File: config.mk
export PLATFORM = sky130hd
export DESIGN_NAME = mpi_port_target
export DESIGN_NICKNAME = d
export VERILOG_FILES = /design/src/rtl/mpi_pkg.sv /design/src/rtl/mpi_sync_pipe.sv /design/src/rtl/mpi_port_target.sv
export SDC_FILE = /design/constraint.sdc
export NUM_CORES = 1
export LEC_CHECK = 0
export BUFFER_PORTS_ARGS = -buffer_cell sky130_fd_sc_hd__buf_4
export CELL_PAD_IN_SITES_DETAIL_PLACEMENT = 1
export CELL_PAD_IN_SITES_GLOBAL_PLACEMENT = 2
export CORE_MARGIN = 5
export CORE_UTILIZATION = 36
export CTS_CLUSTER_SIZE = 20
export DETAILED_ROUTE_END_ITERATION = 10
export PLACE_DENSITY_LB_ADDON = 0.12
export SKIP_CTS_REPAIR_TIMING = 1
export SYNTH_ARGS = -nofsm -noshare
export SYNTH_HDL_FRONTEND = slang
export SYNTH_SLANG_ARGS = --single-unit
File: constraint.sdc
create_clock -name clk -period 4.2 [get_ports clk]
set_input_delay 0.21 -clock clk [delete_from_list [all_inputs] [get_ports clk]]
set_output_delay 0.21 -clock clk [all_outputs]
set_load 0.005 [all_outputs]
File: src/rtl/mpi_pkg.sv
// Shared definitions for the MPI bus parallel-port target: FSM states and
// the bus addresses of the port registers.
package mpi_pkg;

  typedef enum logic [2:0] {
    StIdle,
    StSel,
    StRdDrive,
    StRdRply,
    StWrRply,
    StWaitEnd
  } mpi_state_e;

  localparam logic [15:0] PORT_DATA_ADDR = 16'o177714;
  localparam logic [15:0] PORT_RDBK_ADDR = 16'o177716;

  localparam int unsigned DEFAULT_SYNC_STAGES = 2;

endpackage

File: src/rtl/mpi_sync_pipe.sv
// Parameterized flop chain. Used as a synchronizer for the bus strobes and
// as a matching-depth delay line for nAD so data stays aligned with them.
module mpi_sync_pipe
  import mpi_pkg::*;
#(
  parameter int unsigned Stages = DEFAULT_SYNC_STAGES,
  parameter int unsigned Width = 1,
  parameter logic [Width-1:0] ResetVal = '0
) (
  input  logic             clk_i,
  input  logic             rst_ni,
  input  logic [Width-1:0] d_i,
  output logic [Width-1:0] q_o
);

  logic [Width-1:0] pipe_q [Stages];
  logic [Width-1:0] pipe_d [Stages];

  always_comb begin
    pipe_d[0] = d_i;
    for (int i = 1; i < Stages; i++) begin
      pipe_d[i] = pipe_q[i-1];
    end
  end

  always_ff @(posedge clk_i) begin
    if (!rst_ni) begin
      for (int i = 0; i < Stages; i++) begin
        pipe_q[i] <= ResetVal;
      end
    end else begin
      pipe_q <= pipe_d;
    end
  end

  assign q_o = pipe_q[Stages-1];

endmodule

File: src/rtl/mpi_port_target.sv
// MPI bus target for the parallel user port: decodes the address phase,
// serves reads of the input pins / readback register, latches writes.
module mpi_port_target
  import mpi_pkg::*;
#(
  parameter logic [15:0] BASE_ADDR   = PORT_DATA_ADDR,
  parameter int unsigned RPLY_DELAY  = 2,
  parameter int unsigned SYNC_STAGES = DEFAULT_SYNC_STAGES
) (
  input  logic        clk,
  input  logic        nRST,
  input  logic [15:0] nAD_i,
  output logic [15:0] nAD_o,
  output logic        nAD_oe,
  input  logic        nSYNC,
  input  logic        nDIN,
  input  logic        nDOUT,
  input  logic        nWTBT,
  output logic        nRPLY,
  input  logic [15:0] port_in,
  output logic [15:0] port_out,
  output logic        port_strobe
);

  localparam logic [15:0] RdbkAddr = BASE_ADDR + 16'd2;
  localparam logic [3:0]  CntLast  = 4'(RPLY_DELAY - 1);

  logic [3:0]  strb_s;
  logic [15:0] nad_s;
  logic        nsync_s, ndin_s, ndout_s, nwtbt_s;

  mpi_sync_pipe #(
    .Stages   (SYNC_STAGES),
    .Width    (4),
    .ResetVal (4'hF)
  ) u_strb_sync (
    .clk_i  (clk),
    .rst_ni (nRST),
    .d_i    ({nSYNC, nDIN, nDOUT, nWTBT}),
    .q_o    (strb_s)
  );

  mpi_sync_pipe #(
    .Stages   (SYNC_STAGES),
    .Width    (16),
    .ResetVal (16'hFFFF)
  ) u_nad_pipe (
    .clk_i  (clk),
    .rst_ni (nRST),
    .d_i    (nAD_i),
    .q_o    (nad_s)
  );

  assign {nsync_s, ndin_s, ndout_s, nwtbt_s} = strb_s;

  mpi_state_e  state_q, state_d;
  logic [2:0]  prev_q, prev_d;
  logic [3:0]  cnt_q, cnt_d;
  logic        rply_q, rply_d;
  logic        oe_q, oe_d;
  logic [15:0] rd_data_q, rd_data_d;
  logic [15:0] port_out_q, port_out_d;
  logic        strobe_q, strobe_d;
  logic        sel_rdbk_q, sel_rdbk_d;
  logic        addr0_q, addr0_d;

  logic [15:0] addr;
  logic        sync_fall, din_fall, dout_fall;
  logic        release_now;

  assign addr      = ~nad_s;
  assign sync_fall = prev_q[2] & ~nsync_s;
  assign din_fall  = prev_q[1] & ~ndin_s;
  assign dout_fall = prev_q[0] & ~ndout_s;

  always_comb begin
    state_d    = state_q;
    prev_d     = {nsync_s, ndin_s, ndout_s};
    cnt_d      = cnt_q;
    rply_d     = rply_q;
    oe_d       = oe_q;
    rd_data_d  = rd_data_q;
    port_out_d = port_out_q;
    strobe_d   = 1'b0;
    sel_rdbk_d = sel_rdbk_q;
    addr0_d    = addr0_q;

    if (state_q != StIdle && nsync_s) begin
      // Master dropped nSYNC: abandon whatever is in flight.
      state_d = StIdle;
      rply_d  = 1'b0;
      oe_d    = 1'b0;
      cnt_d   = '0;
    end else begin
      unique case (state_q)
        StIdle: begin
          if (sync_fall) begin
            addr0_d = addr[0];
            if (addr[15:1] == BASE_ADDR[15:1]) begin
              sel_rdbk_d = 1'b0;
              state_d    = StSel;
            end else if (addr[15:1] == RdbkAddr[15:1]) begin
              sel_rdbk_d = 1'b1;
              state_d    = StSel;
            end else begin
              state_d = StWaitEnd;
            end
          end
        end
        StSel: begin
          if (!ndin_s && !ndout_s) begin
            state_d = StWaitEnd;
          end else if (din_fall) begin
            rd_data_d = sel_rdbk_q ? port_out_q : port_in;
            oe_d      = 1'b1;
            cnt_d     = '0;
            state_d   = StRdDrive;
          end else if (dout_fall) begin
            if (!sel_rdbk_q) begin
              strobe_d = 1'b1;
              if (nwtbt_s) begin
                port_out_d = addr;
              end else if (addr0_q) begin
                port_out_d[15:8] = addr[7:0];
              end else begin
                port_out_d[7:0] = addr[7:0];
              end
            end
            cnt_d   = '0;
            state_d = StWrRply;
          end
        end
        StRdDrive: begin
          if (ndin_s) begin
            oe_d    = 1'b0;
            state_d = StWaitEnd;
          end else if (cnt_q == CntLast) begin
            rply_d  = 1'b1;
            state_d = StRdRply;
          end else begin
            cnt_d = cnt_q + 4'd1;
          end
        end
        StRdRply: begin
          if (ndin_s) begin
            rply_d  = 1'b0;
            oe_d    = 1'b0;
            state_d = StWaitEnd;
          end
        end
        StWrRply: begin
          if (!rply_q) begin
            if (cnt_q == CntLast) begin
              rply_d = 1'b1;
            end else begin
              cnt_d = cnt_q + 4'd1;
            end
          end else if (ndout_s) begin
            rply_d  = 1'b0;
            state_d = StWaitEnd;
          end
        end
        StWaitEnd: begin
          state_d = StWaitEnd;
        end
        default: state_d = StIdle;
      endcase
    end
  end

  always_ff @(posedge clk) begin
    if (!nRST) begin
      state_q    <= StIdle;
      prev_q     <= 3'b111;
      cnt_q      <= '0;
      rply_q     <= 1'b0;
      oe_q       <= 1'b0;
      rd_data_q  <= '0;
      port_out_q <= '0;
      strobe_q   <= 1'b0;
      sel_rdbk_q <= 1'b0;
      addr0_q    <= 1'b0;
    end else begin
      state_q    <= state_d;
      prev_q     <= prev_d;
      cnt_q      <= cnt_d;
      rply_q     <= rply_d;
      oe_q       <= oe_d;
      rd_data_q  <= rd_data_d;
      port_out_q <= port_out_d;
      strobe_q   <= strobe_d;
      sel_rdbk_q <= sel_rdbk_d;
      addr0_q    <= addr0_d;
    end
  end

  // Strobe release drops nRPLY and the data drive in the same cycle the
  // synced strobe rises, rather than one edge later.
  always_comb begin
    release_now = nsync_s
                | ((state_q == StRdRply) & ndin_s)
                | ((state_q == StWrRply) & ndout_s);
  end

  assign nRPLY       = ~(rply_q & ~release_now);
  assign nAD_oe      = oe_q & ~ndin_s & ~nsync_s;
  assign nAD_o       = ~rd_data_q;
  assign port_out    = port_out_q;
  assign port_strobe = strobe_q;

endmodule

Yosys cells after proc, flatten, opt, wreduce, memory -nomap -nowiden
Index checks and enable logic that the tools add are counted.
- output and inout bits: 35
- register bits: 87
- input port bits: 38
- word-level logic and storage cells: 121
- reductions and logical operators: 23
- mux-type cells: 36
- add/sub/neg operators: 1
- bitwise logic cells: 24
- equality and inequality tests: 22
- operators by type and width (kind ; number):
    $mux W3 ; 11
    $mux W16 ; 2
    $not A16 Y16 ; 2
    $eq A15 B15 Y1 const B ; 2
    $mux W4 ; 6
    $pmux W3 S6 ; 1
    $mux W8 ; 2
    $reduce_and A4 Y1 ; 4
    $ne A2 B2 Y1 const B ; 7
    $reduce_and A7 Y1 ; 2
    $not A1 Y1 ; 12
    $pmux W4 S3 ; 1
    $mux W1 ; 11
    $reduce_bool A3 Y1 ; 3
    $and A1 B1 Y1 ; 8
    $ne A2 B1 Y1 const B ; 4
    $eq A3 B2 Y1 const B ; 2
    $eq A3 B3 Y1 const B ; 2
    $reduce_and A6 Y1 ; 1
    $reduce_bool A2 Y1 ; 3
    $reduce_or A6 Y1 ; 1
    $reduce_and A5 Y1 ; 1
    $add A4 B1 Y4 const B ; 1
    $eq A4 B1 Y1 const B ; 1
    other kinds (12) ; 16

Longest topological paths before layout
Gate-level depths: netlist of run 1.
- depth after elaboration: 7
- gate-level depth with buffers: 7
- gate-level depth less buffers: 6

Hierarchy
Synthesis of run 1 repeated with hierarchy kept, for this count alone.
- cell total of the unflattened synthesis: 350
- area total of the unflattened synthesis: 3458.3 um2
- modules (own cells, without submodules) (module ; instances ; sequential area each (um2) ; cells an instance ; area an instance (um2)):
    mpi_port_target ; 1 ; 940.9 ; 267 ; 2391.0
    mpi_sync_pipe (u_nad_pipe) ; 1 ; 640.6 ; 67 ; 857.1
    mpi_sync_pipe (u_strb_sync) ; 1 ; 160.2 ; 16 ; 210.2

Worst setup path before layout of run 1
OpenSTA, ideal clock, no wires.
- path kind: reg-to-reg
- start point: register state_q[2]
- end point: register port_out_q[10], in the netlist port_out[10]
- period minus slack after synthesis: 1.878 ns
- cell stages (with the launch flop): 7
- arrival: 1.750 ns
- library setup time: 0.128 ns
- data required time: 4.072 ns
- buffers on the path: 2
- slack: 2.322 ns
- cell sequence: dfxtp_1 > buf_6 > or3b_1 > buf_6 > nor4_4 > mux2i_1 > nor2_1
- longest elaborated chain between the ends: 4
- elaborated cells on any way between the ends: 5
- those cells by class: eq/ne: 1; bitwise: 1; reduce/logical: 3
- ends and longest elaborated chain (item ; line ; RTL):
    start, declared ; mpi_port_target.sv:56 ; mpi_state_e state_q, state_d;
    start signal, assigned ; mpi_port_target.sv:173 ; state_q <= StIdle;
    start signal, assigned ; mpi_port_target.sv:184 ; state_q <= state_d;
    $reduce_bool A3 Y1 ; mpi_port_target.sv:88 ; if (state_q != StIdle && nsync_s) begin
    $logic_and A1 B1 Y1 ; mpi_port_target.sv:88 ;
    $not A1 Y1 (no source line) ; - ;
    $reduce_and A7 Y1 (no source line) (*) ; - ;
    end signal, assigned ; mpi_port_target.sv:190 ; port_out_q <= port_out_d;
    end, declared ; mpi_port_target.sv:62 ; logic [15:0] port_out_q, port_out_d;
Every way passes the cells marked *; elsewhere a longest branch is shown, timed or not.
A chain may end at the register's enable or synchronous reset.

Worst setup path after layout of run 1
- start point: register state_q[0]
- end point: register port_out_q[4], in the netlist port_out[4]
Same word-level chain as after synthesis.

==> flow_summary.toml, run 1 <==
[run_status]
status = "completed"

[grt]
grt_pass1_vias = 2620
grt_first_pass_wirelength_mm = 13.5
grt_max_degree = 46
antenna_found_initial = 0
grt_remaining_overflow = 0
grt_usage = 0.149

[layout]
n_fill_cell = 1086
utilization = 0.460
drive_above_1_share = 0.225
n_antenna_cell = 0
nets = 452
final_area_sq_um = 4270
multi_input_area_sq_um = 1530
seq_area_sq_um = 1740
syn2layout_area_growth_pct = 23.7

[place]
portBuffers = 72
placed_area_sq_um = 4070
globalplace.congestion = 0.747
dpl.hpwl_mm = 5.96

[power_and_ir_drop]
total_power_uw = 1750
p_int_uw = 1260
p_sw_frac = 0.283
clkPwrFrac = 0.335
ir_drop_uv = 159
comb_power_share = 0.143
p_per_area_nw_per_um2 = 411
power.switching_uw = 495
power.leakage_uw = 0.00160
seq_power_share = 0.522

[sta]
hold_viol = 0
slew_headroom = 0.304
maxSlewViolCount = 0
timing.final.crit_share = 0.604
rsz0062_at_grt = "no"
tightest_slew_ns = 1.04
layout_min_cycle_time_ns = 2.54
fmax_mhz = 394
setup_viol = 0
clock_skew_ns = 0.00929
tns_ns = 0

[route]
drc_errors = 0
routed_wl_mm = 8.12
via_count = 2591
drt_first_pass_iters = 4
wire_per_inst_microns = 14.9
drtIter0Drc = 110
ant_nets = 0
viasPerCell = 4.75

[critical_path]
worstSetupPathType = "flip-flop to flip-flop"
critPathMaxFanout = 21
cp.required_ns = 4.47
cp-end-kind = "flip-flop"
worst_setup_path_start_kind = "flip-flop"
critical_path_arrival_ns = 2.81

[cts]
h-tree-depth = 3
root_buffer = "clkbuf_8"
numCtsBuffers = 9
worstSkewPairLatency_ns = 0.35
clk_pin_slew_worst_paths_ns = 0.09
clock_sinks = 87
cts_tree = "done"
cts_buffer_depth = 2

[job]
max-cap-violations = 0

[logic_synthesis]
synthArstFlopShare = 0
avgSynthCellArea_sq_um = 9.86
synth_area_leader_cell = "dfxtp_1"
synth-edff-count = 0
seq_area_frac_synth = 0.505
synthTopCellsByArea = "dfxtp_1 (50%), mux2i_1 (9.9%), nand2b_1 (8.5%)"
syn-cell-area_sq_um = 3450
syn_inst = 350
synth_top_area_share = 0.505
ys_warn_count = 0
synth-main-ff-cell = "dfxtp_1"
synth-seq-cells = 87
synth_cell_types = 42
syn-num-nets = 390

[floorplan]
start_util = 0.372
rows = 35
die_x_microns = 108
die_h_microns = 108
core_sq_um = 9280
dieArea_sq_um = 11600
io_pins = 73

[worst_hold_path]
hold_path.class = "input port to flip-flop"
per-layer routing:
metal,GRT usage,wire [microns],up-vias
met2,0.229,3670,55
li1,-,-,1330
met1,0.203,4010,1198
met5,0,0,-
met3,0.0306,313,8
met4,0.0622,126,0
final cells by class:
| class | count | area share |
|---|---|---|
| Clock buffer | 10 | 0.0299 |
| Clock inverter | 6 | 0.0164 |
| Inverter | 23 | 0.0202 |
| Multi-Input combinational cell | 217 | 0.358 |
| Sequential cell | 87 | 0.408 |
| Tap cell | 129 | 0.0378 |
| Timing Repair Buffer | 74 | 0.130 |
cells in the mapped netlist (2+ instances only):
cell / count
dfxtp_1: 87
nand2b_1: 47
nor2_1: 41
mux2i_1: 34
a211oi_1: 27
inv_1: 22
clkbuf_1: 18
nand2_1: 9
nor3_1: 5
a21oi_1: 4
nor3b_1: 4
nor4bb_1: 4
a211o_1: 3
buf_6: 3
nor4b_1: 3
or3_1: 3
a21o_1: 2
a32o_1: 2
and4_1: 2
buf_2: 2
ha_1: 2
nand3_1: 2
nand4_1: 2
nor4_1: 2
o21ai_0: 2
o31a_1: 2
placed cells by master, fill, tap and decap left out, types with 2 or more instances in the layout:
master	netlist	final
nor4bb_1	4	3
nand2_1	9	9
nor4_1	2	2
nor2_1	41	41
buf_4	0	74
o31a_1	2	2
and4_1	2	2
o21ai_0	2	2
nand3_1	2	2
nand2b_1	47	47
dfxtp_1	87	87
nor3b_1	4	4
a21o_1	2	2
ha_1	2	2
a211o_1	3	3
or3_1	3	3
nor3_1	5	5
a21oi_1	4	4
clkbuf_8	0	9
nand4_1	2	2
inv_1	22	22
mux2i_1	34	34
a32o_1	2	2
nor4b_1	3	3
a211oi_1	27	27
clkinvlp_4	0	2
power by group through the flow:
stage          sequential, uW  combinational [uW]  clock (uW)
6_report                  915                 251         587
2_1_floorplan             893                 220           0
4_1_cts                   915                 254         609
5_1_grt                   924                 279         648
3_5_place_dp              934                 252           0
3_3_place_gp              933                 249           0
worst max-delay path, stage by stage, from the launching register on:
cell and delay (ns):
dfxtp_1 0.73, or3b_1 0.55, a2111oi_4 0.81, nor2_1 0.13
a211oi_1 0.23
kinds of logic after synthesis:
group,count (synthesis),share of synthesized area
simple gates,130,0.215
flops,87,0.505
compound gates,50,0.115
buf+inv,46,0.0573
mux,34,0.0986
fa+ha+maj,2,0.00725
xor+xnor,1,0.00254
flip-flops by register name, indices dropped and copies added, names as in the netlist:
register,flops
port_out,16
rd_data_q,16
u_nad_pipe.pipe_d,16
u_nad_pipe.q_o,16
cnt_q,4
u_strb_sync.pipe_d,4
u_strb_sync.q_o,4
prev_q,3
state_q,3
addr0_q,1
oe_q,1
port_strobe,1
rply_q,1
sel_rdbk_q,1
worst paths after layout:
path                                                       start                                to  slack, ns  depth (start not counted)
worst min register to register  u_nad_pipe.pipe_d[15]$_SDFF_PN1_     u_nad_pipe.q_o[15]$_SDFF_PN1_       0.41                          1
worst max register to register           state_q[0]$_SDFFE_PP0P_          port_out[4]$_SDFFE_PN0P_       1.66                          4
worst max-delay path                     state_q[0]$_SDFFE_PP0P_          port_out[4]$_SDFFE_PN0P_       1.66                          4
worst min-delay path                                   nAD_i[10]  u_nad_pipe.pipe_d[10]$_SDFF_PN1_       0.03                          2
metrics by stage:
stage	std cells	hold WS [ns]	setup slack, ns
after CTS	546	0.0167	1.68
after global placement	530	0.389	1.82
after floorplan	350	0.283	2.32
after detailed placement	530	0.394	1.72
final	546	0.0321	1.66
after global routing	546	0.0195	1.44
No activity file was read; power rests on OpenSTA's default activity.
==> run 2: changes to the inputs <==
Settings changed: CORE_UTILIZATION 36 to 33.
Clock period 4.2 ns to 2.6 ns, I/O delays scaled along.
==> flow_summary.toml, run 2 (synthesis gave the netlist of run 1 again) <==
[worst_hold_path]
hold_path.class = "input port to flip-flop"

[job]
max-cap-violations = 0

[critical_path]
crit_chain = "xnor2_1 > or3_1 > a221o_1 > a32o_1"
critical-path-top-delay-family = "flip-flops"
cp-end-kind = "flip-flop"
crit_path_top_delay_cell = "dfxtp_1"
worst_setup_path_start_kind = "flip-flop"
cpPeakStageDelay_ns = 0.72
critical_path_arrival_ns = 2.36
worstSetupPathType = "flip-flop to flip-flop"
critPathMaxFanout = 16
crit_buf_inv = 0
cp.required_ns = 2.84

[power_and_ir_drop]
ir_drop_uv = 282
power.leakage_uw = 0.00172
p_per_area_nw_per_um2 = 636

[place]
portBuffers = 72
globalplace.congestion = 0.776
dpl.hpwl_mm = 6.11

[route]
ant_nets = 0
drc_errors = 0
drt_first_pass_iters = 4
drtIter0Drc = 121
via_count = 2647
wire_per_inst_microns = 14.5
routed_wl_mm = 8.34
viasPerCell = 4.59

[layout]
drive_above_1_share = 0.222
utilization = 0.439
layout_common_cells = "dfxtp_1 (87), buf_4 (79), nand2b_1 (47)"
n_fill_cell = 1178
nets = 477
syn2layout_area_growth_pct = 30.8
layout_commonest_cell = "dfxtp_1"
n_antenna_cell = 0

[cts]
cts_buffer_depth = 2
h-tree-depth = 3
clock_sinks = 87
numCtsBuffers = 9
clk_pin_slew_worst_paths_ns = 0.09
worstSkewPairLatency_ns = 0.34
cts_tree = "done"
root_buffer = "clkbuf_8"

[grt]
grt_usage = 0.133
grt_max_degree = 46
grt_first_pass_wirelength_mm = 13.7
grt_remaining_overflow = 0
grt_pass1_vias = 2613
antenna_found_initial = 0

[sta]
layout_min_cycle_time_ns = 2.12
maxSlewViolCount = 0
clock_skew_ns = 0.0132
tns_ns = 0
hold_viol = 0
timing.final.crit_share = 0.817
setup_viol = 0
tightest_slew_ns = 0.641
slew_headroom = 0.569
fmax_mhz = 471
rsz0062_at_grt = "no"

[floorplan]
io_pins = 73
start_util = 0.336
rows = 37
die_x_microns = 112
dieArea_sq_um = 12600
core_sq_um = 10300
die_h_microns = 112

[run_status]
status = "completed"
## run 2: cell count changes in the layout (fill, tap and decap cells not counted)
| cell | previous run | this run |
|---|---|---|
| buf_4 | 74 | 79 |
| clkbuf_8 | 9 | 10 |
| clkinv_2 | 1 | 0 |
| clkinvlp_4 | 2 | 1 |
| dlygate4sd3_1 | 0 | 20 |
| inv_6 | 0 | 1 |
| inv_8 | 1 | 0 |
## run 2: worst register-to-register path: stages (launching register included)
cell and delay [ns]:
dfxtp_1 0.72, xnor2_1 0.24, or3_1 0.44, a221o_1 0.38, a32o_1 0.26
## run 2: cell type report
| type | instances | area [sq um] | share of cell area |
|---|---|---|---|
| sequential | 87 | 1740 | 0.386 |
| multi-input combinational | 217 | 1530 | 0.338 |
| inverter | 23 | 86.3 | 0.0191 |
| clock buffer | 11 | 141 | 0.0313 |
| clock inverter | 4 | 55.1 | 0.0122 |
| timing repair buffer | 99 | 793 | 0.176 |
| tap | 136 | 170 | 0.0377 |
## run 2: power by group
part | internal, uW | switching [uW] | total, uW
Clock | 471 | 469 | 940
Combinational | 221 | 249 | 471
Sequential | 1390 | 72.9 | 1460
Total | 2080 | 791 | 2870
## run 2: path summary, 6_finish.rpt
kind                                    start  slack [ns]  depth (start not counted)                            end
min reg2reg  u_nad_pipe.pipe_d[14]$_SDFF_PN1_        0.41                          1  u_nad_pipe.q_o[14]$_SDFF_PN1_
max                   state_q[2]$_SDFFE_PP0P_        0.48                          4          cnt_q[3]$_SDFFE_PP0P_
min                               port_in[13]        0.13                          3     rd_data_q[13]$_SDFFE_PN0P_
max reg2reg           state_q[2]$_SDFFE_PP0P_        0.48                          4          cnt_q[3]$_SDFFE_PP0P_
## run 2: per-layer routing
| metal | share of wire | global-route usage | vias up |
|---|---|---|---|
| met1 | 0.52 | 0.197 | 1211 |
| met2 | 0.43 | 0.192 | 56 |
| li1 | - | - | 1375 |
| met3 | 0.047 | 0.0275 | 5 |
| met5 | 0 | 0 | - |
| met4 | 0.0084 | 0.0409 | 0 |
## run 2: stage by stage
step	hold slack (ns)	setup slack [ns]	std cells	area [sq um]	total power [uW]
after floorplan	0.203	0.722	350	3450	1800
after global placement	0.312	0.624	542	4120	1930
after detailed placement	0.317	0.516	542	4120	1940
after CTS	-0.0549	0.501	557	4310	2880
after global routing	0.143	0.381	577	4510	3010
final	0.129	0.476	577	4510	2870
